`config.mk`:
```
export PLATFORM = sky130hd
export DESIGN_NAME = apb_completer_regfile
export DESIGN_NICKNAME = d
export VERILOG_FILES = /design/src/rtl/apb_pkg.sv /design/src/rtl/apb_regfile_mem.sv /design/src/rtl/apb_completer_regfile.sv
export SDC_FILE = /design/constraint.sdc
export NUM_CORES = 1
export LEC_CHECK = 0
export ABC_AREA = 1
export ABC_CLOCK_PERIOD_IN_PS = 2400
export BUFFER_PORTS_ARGS = -buffer_cell sky130_fd_sc_hd__clkbuf_2
export CAP_MARGIN = 5
export CORE_MARGIN = 1
export CORE_UTILIZATION = 50
export DETAILED_ROUTE_END_ITERATION = 12
export PLACE_DENSITY = 0.78
export SYNTH_ARGS = -nofsm -noshare
export SYNTH_HDL_FRONTEND = slang
export SYNTH_SLANG_ARGS = --single-unit
```
`constraint.sdc`:
```
create_clock -name PCLK -period 2.4 [get_ports PCLK]
set_input_delay 0.36 -clock PCLK [delete_from_list [all_inputs] [get_ports PCLK]]
set_output_delay 0.36 -clock PCLK [all_outputs]
set_load 0.005 [all_outputs]
```
`src/rtl/apb_pkg.sv`:
```
// Shared APB definitions: bus widths, bridge slave-select bit, wait counter
// width and the completer FSM state type.
package apb_pkg;

  localparam int APB_DATA_W        = 8;
  localparam int APB_BRIDGE_ADDR_W = 9;
  localparam int APB_SEL_BIT       = 8;
  localparam int APB_WAIT_W        = 4;

  typedef enum logic {
    ST_IDLE   = 1'b0,
    ST_ACCESS = 1'b1
  } apb_state_e;

endpackage

```
`src/rtl/apb_regfile_mem.sv`:
```
// DEPTH x 8 register storage: synchronous write, combinational read,
// asynchronous clear. Out-of-range addresses read as zero and never write.
module apb_regfile_mem
  import apb_pkg::*;
#(
  parameter int ADDR_WIDTH = 8,
  parameter int DEPTH      = 64
) (
  input  logic                  clk,
  input  logic                  rst_n,
  input  logic                  we,
  input  logic [ADDR_WIDTH-1:0] addr,
  input  logic [APB_DATA_W-1:0] wdata,
  output logic [APB_DATA_W-1:0] rdata
);

  localparam int AW1   = ADDR_WIDTH + 1;
  localparam int IDX_W = (DEPTH > 1) ? $clog2(DEPTH) : 1;
  localparam logic [ADDR_WIDTH:0] DEPTH_LIM = AW1'(DEPTH);

  logic [APB_DATA_W-1:0] mem_q [DEPTH];
  logic                  in_range;
  logic [IDX_W-1:0]      idx;

  assign in_range = {1'b0, addr} < DEPTH_LIM;
  assign idx      = addr[IDX_W-1:0];

  always_ff @(posedge clk or negedge rst_n) begin
    if (!rst_n) begin
      for (int i = 0; i < DEPTH; i++) mem_q[i] <= '0;
    end else if (we && in_range) begin
      mem_q[idx] <= wdata;
    end
  end

  assign rdata = in_range ? mem_q[idx] : '0;

endmodule

```
`src/rtl/apb_completer_regfile.sv`:
```
// APB completer in front of an 8-bit register file: programmable wait
// states, read-only upper region, PSLVERR on illegal accesses.
//
//   state     | meaning
//   ST_IDLE   | no transfer in flight; waiting for a setup phase
//   ST_ACCESS | transfer captured; counting wait states, completes at count 0
module apb_completer_regfile
  import apb_pkg::*;
#(
  parameter int ADDR_WIDTH  = 8,
  parameter int DEPTH       = 64,
  parameter int RO_BASE     = 48,
  parameter int WAIT_STATES = 2
) (
  input  logic                  PCLK,
  input  logic                  PRESETn,
  input  logic                  PSEL,
  input  logic                  PENABLE,
  input  logic                  PWRITE,
  input  logic [ADDR_WIDTH-1:0] PADDR,
  input  logic [APB_DATA_W-1:0] PWDATA,
  output logic [APB_DATA_W-1:0] PRDATA,
  output logic                  PREADY,
  output logic                  PSLVERR
);

  localparam int AW1 = ADDR_WIDTH + 1;
  localparam logic [ADDR_WIDTH:0]   DEPTH_LIM = AW1'(DEPTH);
  localparam logic [ADDR_WIDTH:0]   RO_LIM    = AW1'(RO_BASE);
  localparam logic [APB_WAIT_W-1:0] WAIT_LOAD = APB_WAIT_W'(WAIT_STATES);

  apb_state_e            state_q, state_d;
  logic [APB_WAIT_W-1:0] cnt_q, cnt_d;
  logic [ADDR_WIDTH-1:0] addr_q, addr_d;
  logic [APB_DATA_W-1:0] wdata_q, wdata_d;
  logic                  write_q, write_d;

  logic                  err;
  logic                  mem_we;
  logic [APB_DATA_W-1:0] mem_rdata;

  // A setup phase is honoured in either state: from ACCESS it drops the
  // transfer in flight and restarts with the freshly captured one.
  always_comb begin
    state_d = state_q;
    cnt_d   = cnt_q;
    addr_d  = addr_q;
    wdata_d = wdata_q;
    write_d = write_q;
    if (PSEL && !PENABLE) begin
      addr_d  = PADDR;
      wdata_d = PWDATA;
      write_d = PWRITE;
      cnt_d   = WAIT_LOAD;
      state_d = ST_ACCESS;
    end else if (state_q == ST_ACCESS) begin
      if (!PSEL) begin
        state_d = ST_IDLE;
      end else if (cnt_q != '0) begin
        cnt_d = cnt_q - APB_WAIT_W'(1);
      end else begin
        state_d = ST_IDLE;
      end
    end
  end

  always_ff @(posedge PCLK or negedge PRESETn) begin
    if (!PRESETn) begin
      state_q <= ST_IDLE;
      cnt_q   <= '0;
      addr_q  <= '0;
      wdata_q <= '0;
      write_q <= 1'b0;
    end else begin
      state_q <= state_d;
      cnt_q   <= cnt_d;
      addr_q  <= addr_d;
      wdata_q <= wdata_d;
      write_q <= write_d;
    end
  end

  // PREADY comes only from registered state so it has no input-to-output path.
  assign PREADY = (state_q == ST_ACCESS) && (cnt_q == '0);
  assign err    = ({1'b0, addr_q} >= DEPTH_LIM) ||
                  (write_q && ({1'b0, addr_q} >= RO_LIM));
  assign mem_we = PREADY && PSEL && PENABLE && write_q && !err;

  assign PSLVERR = PREADY && err;
  assign PRDATA  = (PREADY && !err) ? mem_rdata : '0;

  apb_regfile_mem #(
    .ADDR_WIDTH (ADDR_WIDTH),
    .DEPTH      (DEPTH)
  ) u_mem (
    .clk   (PCLK),
    .rst_n (PRESETn),
    .we    (mem_we),
    .addr  (addr_q),
    .wdata (wdata_q),
    .rdata (mem_rdata)
  );

endmodule

```
==> run_results.csv <==
group,metric,value,unit
clocking,cts_sinks,534,
worst_setup_path,path_depth,12,
worst_hold_path,whs_path_depth,3,
placement,dpl.hpwl,39270,um
timing,relSlewSlack,0.5242,
power,cellPowerDensity,722.6,nW/um^2
global_route,grt_use_total,0.2557,
layout,fin_util,0.5996,
clocking,cts_tree,"done",
drt,ant_nets,0,
yosys,syn_inst,3179,
layout,final_cells,3878,
worst_setup_path,cp.arrival,2.72,ns
clocking,cts_root_buf,"clkbuf_16",
global_route,grt_first_pass_wirelength,101800,um
outcome,violations,"setup timing",
floorplan,io_pins,31,
power,p_seq_frac,0.435,
floorplan,die_h,224.5,um
placement,io_buffers,30,
worst_setup_path,cp-start-kind,"flip-flop",
power,totalPowerFinal,0.02116,W
worst_setup_path,setup.worst_path.end_class,"output port",
drt,drt_first_iter_violations,2151,
worst_setup_path,reg2reg_slack,0.06,ns
clocking,clk_latency,0.63,ns
worst_setup_path,timing.critical_path.fanout_max,6,
layout,diodes,0,
floorplan,num_rows,81,
timing,setup_tns,-5.010,ns
power,netSwitchingFraction,0.2755,
drt,wire_per_inst,16.71,um
yosys,syn_avg_cell_area,7.785,um^2
power,clockPowerShare,0.403,
flow_run,drv_cap,0,
timing,timing.final.crit_period,3.082,ns
timing,max_freq,0.3244,GHz
power,intPower,0.01533,W
clocking,clk_path_buf_depth,3,
worst_setup_path,worstPathCellList,"buf_12, bufbuf_16, buf_8, nor2_2, nor2_1, o21ai_1, nand2_1, o21ai_1, nand2_1, nor2_2, a21oi_2, buf_2",
layout,nets,3194,
yosys,ys_warn_count,0,
timing,period_share,1.284,
worst_setup_path,cpPeakStageDelay,0.55,ns
clocking,clk_pin_slew,0.06,ns
timing,slew_violations,0,
timing,setup_violations,8,
timing,fin_ws,-0.6822,ns
drt,route.detailed.drc,0,
worst_hold_path,hp-start,"PADDR[1]",
worst_setup_path,cp_num_buf_inv,4,
worst_setup_path,worst-setup-path-type,"flip-flop to output port",
floorplan,core_area,48850,um^2
floorplan,start_util,0.5067,
worst_setup_path,worst_path_dominant_cell_family,"buffers and inverters",
timing,rsz0062_at_grt,"true",
worst_setup_path,crit_required,2.04,ns
yosys,syn_nets,3201,
global_route,antenna_found_initial,0,
global_route,grt_max_degree,76,
power,switchingPower,0.005830,W
worst_setup_path,reg2reg_depth,14,
timing,worst_slew_pin_slew,0.7137,ns
worst_setup_path,timing.rr.start,"cnt_q[1]",
yosys,syn-cell-area,24750,um^2
worst_setup_path,slowest_stage,"dfrtp_4",
power,irDropWorstVdd,626.4,uV
drt,via_per_inst,5.229,
floorplan,fp.dieW,224.5,um
global_route,grt_overflow,0,
layout,syn_to_final_growth,18.34,%
layout,layout-drive-gt1-share,0.1437,
drt,num_vias,20279,
worst_setup_path,setup.worst_path.start,"addr_q[0]",
outcome,status,"finished, violations left",
drt,first_pass_iters,6,
worst_hold_path,holdCritPathClass,"primary input to flip-flop",
placement,gp_congestion,0.8766,
power,pwr-share-comb,0.162,
timing,skew,0.02416,ns
power,power_leakage,14.30,nW
yosys,yosysSeqAreaShare,0.5399,
floorplan,die-area,50390,um^2
timing,hold_viol,0,
global_route,grt_pass1_vias,19265,
yosys,synth_cell_types,21,
drt,totalWireLength,64810,um
clocking,cts_buffers,54,
clocking,h-tree-depth,2,
yosys,synth_seq_cells,534,
placement,dpl.cell_count,3742,
-- cell families after synthesis --
logic type	Yosys count	synth area share
buffers and inverters	734	0.1248
adders and majority gates	1	0.0005055
and+or+nand+nor	1400	0.2300
DFF	534	0.5399
AOI/OAI and AO/OA	510	0.1047
-- repair_timing --
action,in CTS,in global routing
endpoints found under the setup margin,38,252
resized for setup,83,96
hold endpoints to repair,53,0
gates cloned,5,6
hold buffers,16,0
setup buffers,3,9
pin swaps,24,40
-- layout make-up --
| class | count | area (um^2) |
|---|---|---|
| fillers | 4049 | 19560 |
| flip-flops and latches | 534 | 13370 |
| multi-input cells | 1911 | 8673 |
| repair buffers | 246 | 2993 |
| clock buffers | 87 | 1665 |
| inverters | 425 | 1608 |
| well taps | 664 | 830.8 |
| clock inverters | 11 | 148.9 |
-- Yosys cell counts (all sizes together) --
cell | n | area share
nand2 | 1034 | 0.16
dfrtp | 534 | 0.54
o21ai | 484 | 0.098
inv | 423 | 0.064
clkbuf | 239 | 0.036
nand3 | 219 | 0.044
nor2 | 81 | 0.012
buf | 70 | 0.024
or2 | 56 | 0.014
o211ai | 16 | 0.0049
a21oi | 10 | 0.0020
nor3 | 6 | 0.0012
nand4 | 3 | 0.0010
clkinv | 2 | 0.00030
ha | 1 | 0.00051
nor4 | 1 | 0.00025
-- per-stage QoR --
stage	hold WS, ns	setup WS (ns)	instance area, um^2
6_report	0.01939	-0.6822	29290
5_1_grt	0.03577	-0.7463	29290
4_1_cts	0.003294	-0.5871	28800
3_5_place_dp	0.3300	-0.1671	26460
3_3_place_gp	0.3303	-0.1212	26460
2_1_floorplan	0.06441	0.3545	24750
-- worst paths after layout --
kind,endpoint
worst max-delay path,PRDATA[1]
worst min-delay path,addr_q[1]
worst max register to register,u_mem.mem_q[233]
worst min register to register,u_mem.mem_q[60]
max in group asynchronous,wdata_q[5]
min in group asynchronous,u_mem.mem_q[101]
-- per-layer routing --
| layer | global-route usage | wire (um) |
|---|---|---|
| met1 | 0.3535 | 28450 |
| met2 | 0.3965 | 29120 |
| met3 | 0.05447 | 4973 |
| met4 | 0.09612 | 2264 |
| met5 | 0 | 0 |
-- sequential cells by signal, indices dropped and copies added, names as in the netlist --
register,cells
write_q,1
wdata_q,8
addr_q,8
state_q,1
cnt_q,4
u_mem.mem_q,512
-- cells in the final DEF, fill, tap and decap left out, types with 26 or more instances in the layout --
master,count
clkbuf_16,60
buf_12,67
or2_2,45
o21ai_0,442
nand3_1,205
nand2_1,1019
inv_1,414
buf_4,108
o21ai_1,26
dfrtp_1,531
nor2_1,52
-- power groups by stage --
stage,Combinational [W],Clock (W),Sequential (W)
floorplan,0.00157,0,0.00933
global placement,0.00285,0,0.00935
detailed placement,0.00289,0,0.00935
CTS,0.00312,0.00864,0.00919
global route,0.00372,0.00900,0.00921
finish,0.00342,0.00854,0.00920
-- worst reg2reg max path, cell delays in order (launching register included) --
cell	delay, ns
dfrtp_1	0.39
inv_2	0.09
ha_4	0.15
nand4_1	0.12
nor2_2	0.15
buf_4	0.12
nand4_2	0.07
buf_4	0.18
buf_4	0.18
nor2_2	0.13
buf_6	0.16
nand2_1	0.09
buf_12	0.16
nand2_1	0.09
o21ai_0	0.11
Power figures use the tool's default switching activity.
